`src/rtl/fp_mul_pkg.sv`:
```
// Shared types and constant helpers for the sequential floating-point multiplier.
package fp_mul_pkg;

    typedef enum logic [2:0] {
        RM_RNE = 3'd0,
        RM_RTZ = 3'd1,
        RM_RDN = 3'd2,
        RM_RUP = 3'd3,
        RM_RMM = 3'd4
    } r_mode_e;

    typedef enum logic [1:0] {
        ST_IDLE  = 2'd0,
        ST_MULT  = 2'd1,
        ST_ROUND = 2'd2,
        ST_DONE  = 2'd3
    } state_e;

    typedef enum logic [2:0] {
        CL_ZERO = 3'd0,
        CL_NORM = 3'd1,
        CL_INF  = 3'd2,
        CL_QNAN = 3'd3,
        CL_SNAN = 3'd4
    } class_e;

    // Canonical quiet NaN (sign 0), right-aligned in a 64-bit container.
    function automatic logic [63:0] canon_nan(input int exp_w, input int frc_w);
        logic [63:0] v;
        for (int i = 0; i < 64; i++) begin
            v[i] = ((i >= frc_w) && (i < frc_w + exp_w)) || (i == frc_w - 1);
        end
        return v;
    endfunction

    // Largest finite magnitude (sign 0), right-aligned in a 64-bit container.
    function automatic logic [63:0] max_finite(input int exp_w, input int frc_w);
        logic [63:0] v;
        for (int i = 0; i < 64; i++) begin
            v[i] = (i < frc_w) || ((i > frc_w) && (i < frc_w + exp_w));
        end
        return v;
    endfunction

endpackage

```
`src/rtl/fp_booth_r4_digit.sv`:
```
// Radix-4 Booth digit: maps a 3-bit multiplier window onto 0, +-X or +-2X.
module fp_booth_r4_digit
    import fp_mul_pkg::*;
#(
    parameter int M = 24
) (
    input  logic [2:0]          win,
    input  logic [M-1:0]        mant,
    output logic signed [M+1:0] pp
);

    logic signed [M+1:0] x1_s;
    logic signed [M+1:0] x2_s;

    // Select the signed partial product for this digit.
    always_comb begin
        x1_s = $signed({2'b00, mant});
        x2_s = $signed({1'b0, mant, 1'b0});
        case (win)
            3'b001, 3'b010: pp = x1_s;
            3'b011:         pp = x2_s;
            3'b100:         pp = -x2_s;
            3'b101, 3'b110: pp = -x1_s;
            default:        pp = '0;
        endcase
    end

endmodule

```
`src/rtl/fp_mul_seq.sv`:
```
// Multi-cycle IEEE-754-style multiplier: radix-4 Booth mantissa engine, rounding, specials.
// Optional nv output when FP_MUL_NV_FLAG_EN is defined.
module fp_mul_seq
    import fp_mul_pkg::*;
#(
    parameter int EXP_W = 8,
    parameter int FRC_W = 23
) (
    input  logic                     clk,
    input  logic                     rst,
    input  logic                     in_valid,
    output logic                     in_ready,
    input  logic [EXP_W+FRC_W:0]     fp_X,
    input  logic [EXP_W+FRC_W:0]     fp_Y,
    input  logic [2:0]               r_mode,
    output logic                     out_valid,
    input  logic                     out_ready,
    output logic [EXP_W+FRC_W:0]     fp_Z,
    output logic                     ovrf,
    output logic                     udrf
`ifdef FP_MUL_NV_FLAG_EN
    ,
    output logic                     nv
`endif
);

    localparam int W    = 1 + EXP_W + FRC_W;
    localparam int M    = FRC_W + 1;
    localparam int ITER = M / 2 + 1;
    localparam int CW   = $clog2(ITER + 1);

    localparam logic [63:0]      NAN64   = canon_nan(EXP_W, FRC_W);
    localparam logic [63:0]      MAXF64  = max_finite(EXP_W, FRC_W);
    localparam logic [W-1:0]     NAN_W   = NAN64[W-1:0];
    localparam logic [W-1:0]     MAXF_W  = MAXF64[W-1:0];
    localparam logic [EXP_W+1:0] BIAS_X  = (EXP_W+2)'((1 << (EXP_W - 1)) - 1);
    localparam logic [EXP_W:0]   EXP_TOP = (EXP_W+1)'((1 << EXP_W) - 1);

    function automatic class_e classify(input logic [W-2:0] v);
        logic [EXP_W-1:0] e;
        logic [FRC_W-1:0] f;
        class_e           c;
        e = v[W-2:FRC_W];
        f = v[FRC_W-1:0];
        if (e == '0)              c = CL_ZERO;
        else if (e != '1)         c = CL_NORM;
        else if (f == '0)         c = CL_INF;
        else if (f[FRC_W-1])      c = CL_QNAN;
        else                      c = CL_SNAN;
        return c;
    endfunction

    state_e           state_r, state_nx_s;
    logic [W-1:0]     x_r, y_r;
    logic [2:0]       rm_r;
    logic [2*M-1:0]   acc_r;
    logic [CW-1:0]    cnt_r;
    logic [W-1:0]     fp_z_r;
    logic             ovrf_r, udrf_r, out_valid_r, in_ready_r;

    class_e           cls_x_s, cls_y_s;
    logic             special_s, inv_s, nan_any_s, inf_any_s, sign_in_s;
    logic [W-1:0]     spec_z_s;

    logic [M-1:0]     mant_x_s;
    logic [M+2:0]     y_ext_s, y_sh_s;
    logic signed [M+1:0] pp_s;
    logic [2*M-1:0]   pp_ext_s, acc_nx_s;

    logic             sign_s, guard_s, sticky_s, inc_s, ovrf_s, udrf_s;
    logic [2*M-1:0]   norm_s;
    logic [M-1:0]     man_s;
    logic [M:0]       man_rnd_s;
    logic [FRC_W-1:0] frac_s;
    logic [EXP_W+1:0] exp_base_s, exp_rnd_s;
    logic [W-1:0]     inf_s, maxf_s, rnd_z_s;

    // Operand classification and the direct result for non-normal operands.
    always_comb begin
        cls_x_s   = classify(fp_X[W-2:0]);
        cls_y_s   = classify(fp_Y[W-2:0]);
        sign_in_s = fp_X[W-1] ^ fp_Y[W-1];
        special_s = (cls_x_s != CL_NORM) || (cls_y_s != CL_NORM);
        inv_s     = ((cls_x_s == CL_INF) && (cls_y_s == CL_ZERO)) ||
                    ((cls_x_s == CL_ZERO) && (cls_y_s == CL_INF));
        nan_any_s = (cls_x_s == CL_QNAN) || (cls_x_s == CL_SNAN) ||
                    (cls_y_s == CL_QNAN) || (cls_y_s == CL_SNAN);
        inf_any_s = (cls_x_s == CL_INF) || (cls_y_s == CL_INF);
        if (nan_any_s || inv_s) begin
            spec_z_s = NAN_W;
        end else if (inf_any_s) begin
            spec_z_s = {sign_in_s, {EXP_W{1'b1}}, {FRC_W{1'b0}}};
        end else begin
            spec_z_s = {sign_in_s, {(W-1){1'b0}}};
        end
    end

    // Multiplier window for the current digit; Y is zero-extended above and has Y[-1]=0.
    always_comb begin
        mant_x_s = {1'b1, x_r[FRC_W-1:0]};
        y_ext_s  = {2'b00, 1'b1, y_r[FRC_W-1:0], 1'b0};
        y_sh_s   = y_ext_s >> {cnt_r, 1'b0};
        pp_ext_s = {{(M-2){pp_s[M+1]}}, pp_s};
        acc_nx_s = acc_r + (pp_ext_s << {cnt_r, 1'b0});
    end

    fp_booth_r4_digit #(.M(M)) u_digit (
        .win  (y_sh_s[2:0]),
        .mant (mant_x_s),
        .pp   (pp_s)
    );

    // Normalise, round and saturate the finished product.
    always_comb begin
        sign_s     = x_r[W-1] ^ y_r[W-1];
        norm_s     = acc_r[2*M-1] ? acc_r : {acc_r[2*M-2:0], 1'b0};
        man_s      = norm_s[2*M-1:M];
        guard_s    = norm_s[M-1];
        sticky_s   = |norm_s[M-2:0];
        exp_base_s = {2'b00, x_r[W-2:FRC_W]} + {2'b00, y_r[W-2:FRC_W]} - BIAS_X
                     + {{(EXP_W+1){1'b0}}, acc_r[2*M-1]};
        case (rm_r)
            RM_RTZ:  inc_s = 1'b0;
            RM_RDN:  inc_s = sign_s & (guard_s | sticky_s);
            RM_RUP:  inc_s = ~sign_s & (guard_s | sticky_s);
            RM_RMM:  inc_s = guard_s;
            default: inc_s = guard_s & (sticky_s | man_s[0]);
        endcase
        man_rnd_s = {1'b0, man_s} + {{M{1'b0}}, inc_s};
        exp_rnd_s = exp_base_s + {{(EXP_W+1){1'b0}}, man_rnd_s[M]};
        frac_s    = man_rnd_s[M] ? man_rnd_s[M-1:1] : man_rnd_s[M-2:0];
        // The exponent MSB is a sign bit: negative or zero means underflow.
        udrf_s    = exp_rnd_s[EXP_W+1] | (exp_rnd_s == '0);
        ovrf_s    = ~exp_rnd_s[EXP_W+1] & (exp_rnd_s[EXP_W:0] >= EXP_TOP);
        inf_s     = {sign_s, {EXP_W{1'b1}}, {FRC_W{1'b0}}};
        maxf_s    = {sign_s, MAXF_W[W-2:0]};
        if (ovrf_s) begin
            case (rm_r)
                RM_RTZ:  rnd_z_s = maxf_s;
                RM_RDN:  rnd_z_s = sign_s ? inf_s : maxf_s;
                RM_RUP:  rnd_z_s = sign_s ? maxf_s : inf_s;
                default: rnd_z_s = inf_s;
            endcase
        end else if (udrf_s) begin
            rnd_z_s = {sign_s, {(W-1){1'b0}}};
        end else begin
            rnd_z_s = {sign_s, exp_rnd_s[EXP_W-1:0], frac_s};
        end
    end

    // Next-state logic.
    always_comb begin
        state_nx_s = state_r;
        case (state_r)
            ST_IDLE: begin
                if (in_valid) state_nx_s = special_s ? ST_DONE : ST_MULT;
                else          state_nx_s = ST_IDLE;
            end
            ST_MULT: begin
                if (cnt_r == CW'(ITER - 1)) state_nx_s = ST_ROUND;
                else                        state_nx_s = ST_MULT;
            end
            ST_ROUND: state_nx_s = ST_DONE;
            ST_DONE: begin
                if (out_ready) state_nx_s = ST_IDLE;
                else           state_nx_s = ST_DONE;
            end
            default: state_nx_s = ST_IDLE;
        endcase
    end

    // State and handshake registers.
    always_ff @(posedge clk) begin
        if (rst) begin
            state_r     <= ST_IDLE;
            out_valid_r <= 1'b0;
            in_ready_r  <= 1'b1;
        end else begin
            state_r     <= state_nx_s;
            out_valid_r <= (state_nx_s == ST_DONE);
            in_ready_r  <= (state_nx_s == ST_IDLE);
        end
    end

    // Operand capture, Booth accumulation and result registers.
    always_ff @(posedge clk) begin
        if (rst) begin
            x_r    <= '0;
            y_r    <= '0;
            rm_r   <= 3'd0;
            acc_r  <= '0;
            cnt_r  <= '0;
            fp_z_r <= '0;
            ovrf_r <= 1'b0;
            udrf_r <= 1'b0;
        end else begin
            case (state_r)
                ST_IDLE: begin
                    if (in_valid) begin
                        x_r   <= fp_X;
                        y_r   <= fp_Y;
                        rm_r  <= r_mode;
                        acc_r <= '0;
                        cnt_r <= '0;
                        if (special_s) begin
                            fp_z_r <= spec_z_s;
                            ovrf_r <= 1'b0;
                            udrf_r <= 1'b0;
                        end
                    end
                end
                ST_MULT: begin
                    acc_r <= acc_nx_s;
                    cnt_r <= cnt_r + CW'(1);
                end
                ST_ROUND: begin
                    fp_z_r <= rnd_z_s;
                    ovrf_r <= ovrf_s;
                    udrf_r <= udrf_s;
                end
                default: begin
                end
            endcase
        end
    end

`ifdef FP_MUL_NV_FLAG_EN
    logic nv_r;
    logic nv_in_s;

    assign nv_in_s = inv_s | (cls_x_s == CL_SNAN) | (cls_y_s == CL_SNAN);

    // Invalid-operation flag, loaded alongside the result.
    always_ff @(posedge clk) begin
        if (rst) begin
            nv_r <= 1'b0;
        end else if ((state_r == ST_IDLE) && in_valid && special_s) begin
            nv_r <= nv_in_s;
        end else if (state_r == ST_ROUND) begin
            nv_r <= 1'b0;
        end
    end

    assign nv = nv_r;
`endif

    assign in_ready  = in_ready_r;
    assign out_valid = out_valid_r;
    assign fp_Z      = fp_z_r;
    assign ovrf      = ovrf_r;
    assign udrf      = udrf_r;

endmodule
```
`config.mk`:
```
export PLATFORM = sky130hd
export DESIGN_NAME = fp_mul_seq
export DESIGN_NICKNAME = d
export VERILOG_FILES = /design/src/rtl/fp_mul_pkg.sv /design/src/rtl/fp_booth_r4_digit.sv /design/src/rtl/fp_mul_seq.sv
export SDC_FILE = /design/constraint.sdc
export NUM_CORES = 1
export LEC_CHECK = 0
export BUFFER_PORTS_ARGS = -buffer_cell sky130_fd_sc_hd__buf_2
export CORE_ASPECT_RATIO = 1.5
export CORE_MARGIN = 3
export CORE_UTILIZATION = 60
export DETAILED_ROUTE_END_ITERATION = 10
export PLACE_DENSITY_LB_ADDON = 0.12
export SYNTH_ARGS = -nofsm -noshare
export SYNTH_HDL_FRONTEND = slang
export SYNTH_SLANG_ARGS = --single-unit
```
`constraint.sdc`:
```
create_clock -name clk -period 20.3 [get_ports clk]
set_clock_uncertainty 0.2 [all_clocks]
set_input_delay 3.045 -clock clk [delete_from_list [all_inputs] [get_ports clk]]
set_output_delay 3.045 -clock clk [all_outputs]
set_load 0.005 [all_outputs]
```
== Word-level counts from Yosys, hierarchy flattened ==
Cells that the tools add are included.

* RAM bits: 0
* Register bits after elaboration: 157
* Memory bits (read-only): 0
* Bits in latches: 0
* Logic and storage cells: 122
* Memories kept: 0

* Eq/ne operators: 27
* Mux-type cells: 35
* Reduce and logical (&&, ||, !) cells: 26
* Divide/modulo/power cells: 0
* Add/sub/neg operators: 9
* Order comparisons: 1
* Bitwise logic cells: 11
* Shifts and indexed selects: 2
* $mul: 0

{| class="wikitable"
|+ Operators with widths
! cell !! count
|-
| 32-bit two-way mux || 6
|-
| 26-bit case mux with 4 select lines || 1
|-
| 48-bit two-way mux || 2
|-
| 32-bit case mux with 3 select lines || 1
|-
| 48-bit case mux with 2 select lines || 1
|-
| 32-bit case mux with 2 select lines || 1
|-
| 31-bit two-way mux || 2
|-
| 48-bit adder || 1
|-
| 48-bit by 5-bit left shift with 48-bit output || 1
|-
| 23-bit zero test || 2
|-
| 24-bit negator with 26-bit output || 1
|-
| 25-bit negator with 26-bit output || 1
|-
| 24-bit by 1-bit adder with 25-bit output || 1
|-
| 25-bit by 5-bit >> shifter with 3-bit output || 1
|-
| 3-bit by 2-bit == test with 1-bit output (second input constant) || 8
|-
| 3-bit two-way mux || 8
|-
| 23-bit two-way mux || 1
|-
| 23-bit OR reduction || 1
|-
| 10-bit by 1-bit adder with 10-bit output || 2
|-
| 3-bit == test (second input constant) || 6
|-
| 8-bit zero test || 2
|-
| 8-bit inequality test (second input constant) || 2
|-
| 10-bit zero test || 1
|-
| 9-bit by 7-bit subtractor with 10-bit output (second input constant) || 1
|-
| 28 further kinds || 57
|}

== Logic depth before layout (Yosys ltp) ==
* Depth after elaboration: 13
* Gate-level depth with buffers: 31
* Gate-level depth less buffers: 26

== By module ==
Synthesis repeated with hierarchy kept, for this count alone.

* Cells, all modules: 1795
* Area total of the unflattened synthesis: 13101.3 sq um

{| class="wikitable"
|+ Modules (own cells, without submodules)
! module !! cells each !! seq. area each (sq um) !! area each (sq um) !! times used
|-
| fp_mul_seq || 1530 || 3143.0 || 11498.5 || 1
|-
| fp_booth_r4_digit || 265 || 0.0 || 1602.8 || 1
|}

== Least setup slack after synthesis ==
Ideal clock, no wire load.

* Kind: flip-flop to flip-flop
* From: reg acc_r[47]
* To: reg fp_z_r[21], in the netlist fp_Z[21]
* Setup slack: 13.383 ns
* Arrival: 6.600 ns
* Required time: 19.983 ns
* Stages on the path, launching flop included: 29
* Path through: dfxtp_1 -> buf_2 -> clkbuf_1 -> buf_2 -> buf_1 -> clkbuf_1 -> mux2_2 -> a21oi_1 -> nor2_1 -> ha_1 -> ha_1 -> nand2_1 -> a2111oi_1 -> and4_1 -> nand2_1 -> nor2_1 -> fa_1 -> inv_1 -> fa_1 -> nor2b_1 -> o21ai_0 -> a21boi_0 -> nor2_1 -> or4_1 -> o41ai_2 -> or2_2 -> clkbuf_1 -> o21ai_0 -> a22o_1

* Word-level cells in the longest chain between the ends: 12
* Elaborated cells between the ends (all ways): 20
* Those cells by class: add/sub: 3; order compare: 1; mux: 6; bitwise: 8; reduce/logical: 2

{| class="wikitable"
|+ Ends and longest elaborated chain
! what !! RTL line !! RTL
|-
| start: declaration || fp_mul_seq.sv:56 || <nowiki>logic [2*M-1:0] acc_r;</nowiki>
|-
| start signal: assignment || fp_mul_seq.sv:213 || <nowiki>acc_r <= acc_nx_s;</nowiki>
|-
| parallel branches: the longest is 10 deep, another holds 24-bit by 1-bit adder with 25-bit output || -- ||
|-
| 32-bit two-way mux (*) || fp_mul_seq.sv:137 || <nowiki>if (ovrf_s) begin</nowiki>
|-
| 32-bit case mux with 2 select lines (*) || fp_mul_seq.sv:197 || <nowiki>case (state_r)</nowiki>
|-
| end signal: assignment || fp_mul_seq.sv:206 || <nowiki>fp_z_r <= spec_z_s;</nowiki>
|-
| end signal: assignment || fp_mul_seq.sv:217 || <nowiki>fp_z_r <= rnd_z_s;</nowiki>
|-
| end: declaration || fp_mul_seq.sv:58 || <nowiki>logic [W-1:0] fp_z_r;</nowiki>
|}

Mark *: on every way between the ends.
A chain may end at the register's enable or synchronous reset.

== Worst setup path in the final report ==
* From: reg cnt_r[2]
* To: reg acc_r[35]

* Word-level cells in the longest chain between the ends: 7
* Elaborated cells between the ends (all ways): 13
* Those cells by class: add/sub: 1; eq/ne: 6; shift: 2; mux: 2; reduce/logical: 2

{| class="wikitable"
|+ Ends and longest elaborated chain
! what !! RTL line !! RTL
|-
| start: declaration || fp_mul_seq.sv:57 || <nowiki>logic [CW-1:0] cnt_r;</nowiki>
|-
| start signal: assignment || fp_mul_seq.sv:214 || <nowiki>cnt_r <= cnt_r + CW'(1);</nowiki>
|-
| 25-bit by 5-bit >> shifter with 3-bit output || fp_mul_seq.sv:102 || <nowiki>y_sh_s = y_ext_s >> {cnt_r, 1'b0};</nowiki>
|-
| 3-bit == test (tied with other cells) || fp_booth_r4_digit.sv:19 || <nowiki>case (win)</nowiki>
|-
| 2-bit OR reduction || fp_booth_r4_digit.sv:19 ||
|-
| 26-bit case mux with 4 select lines || fp_booth_r4_digit.sv:19 ||
|-
| 48-bit by 5-bit left shift with 48-bit output (*) || fp_mul_seq.sv:104 || <nowiki>acc_nx_s = acc_r + (pp_ext_s << {cnt_r, 1'b0});</nowiki>
|-
| 48-bit adder (*) || fp_mul_seq.sv:104 ||
|-
| 48-bit case mux with 2 select lines (*) || fp_mul_seq.sv:197 ||
|}

Every way passes the cells marked *; elsewhere a longest branch is shown, timed or not.

==> qor.csv <==
stage,metric,value,unit
clocking,clk sinks,157,
worst_setup_path,Required @ worst endpoint,20.44,ns
timing,Sum Neg Setup Slack,0,ns
routing,Post-Route WL,39.15,mm
place,DP Wirelength,29.59,mm
routing,drt via density,6.491,
power_and_ir_drop,Clk pwr share,0.363,
clocking,H-tree levels,4,
power_and_ir_drop,Sw Share,0.3493,
worst_hold_path,Hold/Removal Path Class,flop to flop,
floorplan,die area,23420,sq um
run_status,status,finished clean,
finish,Synth-to-Final Area Change,8.552,%
logic_synthesis,"count leader, synth",nand2_1,
floorplan,Core ar.,21150,sq um
grt,gr usage total,0.3265,
worst_setup_path,critical path class,flop to flop,
clocking,post-CTS setup buffers,0,
logic_synthesis,"area leader, netlist",dfxtp_1,
clocking,Worst-path clk slew,0.08,ns
grt,antenna violations before repair,0,
routing,1st-iter DRT viols,1091,
clocking,total CTS buffers,17,
finish,Ant. Diodes,0,
logic_synthesis,Synth cell types,98,
power_and_ir_drop,Seq pwr share,0.374,
logic_synthesis,Post-Syn Instances,1710,
worst_setup_path,Worst Reg2Reg Path Length in Cells,23,
clocking,root buffer cell,clkbuf_16,
worst_hold_path,hold depth,2,
timing,Tmin final,7.469,ns
routing,iteration count of the initial detailed-routing pass,5,
timing,Slew Limit Headroom,0.2018,
logic_synthesis,sequential share of the synthesized area,0.2427,
clocking,"Clk Latency, worst-skew pair",0.45,ns
grt,vias in the first global route,12160,
place,Post-DP Area,13470,sq um
power_and_ir_drop,maximum VDD drop,64.34,uV
routing,drc violations,0,
power_and_ir_drop,NetSw,0.3146,mW
logic_synthesis,Synth Cell Area,12950,sq um
finish,sequential cell area,3144,sq um
worst_setup_path,crit-path max FO,46,
logic_synthesis,top_reg_cell synth,dfxtp_1,
logic_synthesis,Synth Net Count,1851,
power_and_ir_drop,combinational share of power,0.263,
floorplan,Starting Density,0.6124,
finish,layout net count,1882,
grt,largest net degree at the start of global routing,81,
power_and_ir_drop,Int Pwr,0.5859,mW
timing,Fin. Hold Viols,0,
place,Final Wtd Congestion,0.9858,
power_and_ir_drop,power per cell area,64.07,nW/um^2
logic_synthesis,yosys synthesis warning count,0,
routing,Avg WL per Cell,19.36,um
place,I/O Buffers,106,
clocking,CTS tree,done,
clocking,CTS Hold Bufs,0,
routing,Detail Route Antenna Nets,0,
clocking,post_cts resized,0,
grt,gr ovfl total,0,
logic_synthesis,ys async rst share,0,
timing,Worst-Margin Slew,1.191,ns
finish,fin area,14060,sq um
logic_synthesis,dominant cells by area after synthesis,"dfxtp_1, nand2_1, a21oi_1, ha_1, nor2_1",
routing,Vias,13120,
floorplan,num ports,107,
worst_setup_path,Reg-to-Reg Start,cnt_r[2],
finish,share of cells above drive strength 1,0.1345,
worst_setup_path,critical path's largest stage delay,0.75,ns
timing,RSZ-0062 raised after global routing,no,
logic_synthesis,Yosys top cell area share,0.2427,
finish,Fill cells,1956,
job,Max-Cap Viols,0,
finish,area occupied by multi-input gates,9173,sq um
worst_setup_path,Worst Path Arrival,7.61,ns
timing,setup violators final,0,
logic_synthesis,most frequent cells after synthesis,"nand2_1, a21oi_1, dfxtp_1",
worst_setup_path,CP endpoint kind,flop,
power_and_ir_drop,leak pwr,5.860,nW
clocking,clock buffer depth,2,
logic_synthesis,post-synthesis register bit count,157,
timing,Fmax achieved,133.9,MHz
worst_setup_path,CP Cell Sequence,buf_4 > inv_1 > buf_4 > mux4_2 > mux2_4 > nor3_4 > a21o_1 > a221oi_1 > mux2i_1 > o21ai_1 > mux2_2 > nor2_1 > ha_1 > a2111oi_0 > o21ai_0 > a41oi_1 > a31oi_1 > a21oi_1 > nor2_1 > o21ai_0 > a31oi_1 > or3_1 > a32o_1,
logic_synthesis,Post-synth EDFFs,0,
grt,first-pass GRT wire length,62.52,mm
worst_hold_path,Hold Path Origin,y_r[10],
worst_setup_path,CP max-delay cell,nor3_4,
timing,Pins Over Slew Limit,0,
worst_setup_path,Reg-to-Reg End,acc_r[35],
worst_setup_path,r2r setup slk,12.83,ns
logic_synthesis,syn_area_per_cell,7.572,sq um
floorplan,Die X,125.9,um
worst_setup_path,CP Launch Type,flop,
floorplan,die height,185.9,um
worst_hold_path,hold worst-path end,y_r[10],
timing,Tcrit/Tclk final,0.3679,
floorplan,Site Rows,65,
==> per-layer routing <==
| layer | vias to the layer above | share of wire | GRT usage |
|---|---|---|---|
| li1 | 6355 | - | - |
| met1 | 6106 | 0.41 | 0.3925 |
| met2 | 539 | 0.49 | 0.5662 |
| met3 | 124 | 0.052 | 0.04278 |
| met4 | 0 | 0.053 | 0.1752 |
| met5 | - | 0 | 0 |
==> how the worst max path moves through the flow <==
stage,start,endpoint,cells past startpoint
detailed placement,cnt_r[2],acc_r[35],22
global route,cnt_r[2],acc_r[35],23
floorplan,acc_r[47],fp_Z[21],28
finish,cnt_r[2],acc_r[35],23
CTS,cnt_r[2],acc_r[35],23
global placement,cnt_r[2],acc_r[35],23
==> flip-flops by register name, indices dropped and copies added (netlist names) <==
name	count
out_valid	1
udrf	1
in_ready	1
state_r	2
rm_r	3
ovrf	1
y_r	32
acc_r	48
x_r	32
fp_Z	32
cnt_r	4
==> final cells by class <==
type                    count  area share
inverters                  43     0.01148
multi-input cells        1400      0.6526
clock inverters            14     0.01068
clock buffers              18     0.03124
flip-flops and latches    157      0.2237
repair buffers            122     0.04647
well taps                 268     0.02386
==> logic make-up after synthesis <==
kind of cell / synth area share
simple gates: 0.2248
flops: 0.2427
compound gates: 0.2894
mux: 0.07460
xor+xnor: 0.04793
buf+inv: 0.05034
fa+ha+maj: 0.07025
==> metrics by stage <==
step	std cells	setup slack (ns)	util	power (mW)	hold slack [ns]
floorplan	1710	13.38	-	0.5110	0.2331
global placement	1990	13.16	0.6369	0.5713	0.2405
detailed placement	1990	13.01	0.6369	0.5734	0.2466
CTS	2022	12.95	0.6647	0.9001	0.2575
global route	2022	12.32	0.6647	0.9393	0.2841
finish	2022	12.83	0.6647	0.9005	0.2559
==> cells in the final DEF, fill, tap and decap left out, drive strengths merged, types with 16 or more instances in the layout <==
master,instances
ha,67
nor3,33
mux2i,47
nand3,30
nand4,20
xnor2,45
xor2,25
nor2,142
a21oi,171
o211ai,17
a21o,49
nor2b,16
mux2,25
a22o,24
a31oi,19
dfxtp,157
nand2,252
o21ai,113
or3,25
buf,122
inv,51
nor4,30
clkbuf,18
a22oi,33
==> power groups by stage <==
stage	sequential, mW	clock [mW]	combinational, mW
after global routing	0.338	0.343	0.258
after global placement	0.343	0	0.228
after CTS	0.336	0.332	0.232
after floorplan	0.336	0	0.176
final	0.337	0.327	0.237
after detailed placement	0.343	0	0.230
==> worst max-delay path, delay by kind of cell (launching register included) <==
family,cells,cell delay (ns)
AOI/OAI and AO/OA,11,2.73
muxes,4,1.71
and+or+nand+nor,4,1.26
buffers and inverters,3,0.80
adders and majority gates,1,0.31
DFF,1,0.30
Note: power is estimated with default switching activity, not from simulation.
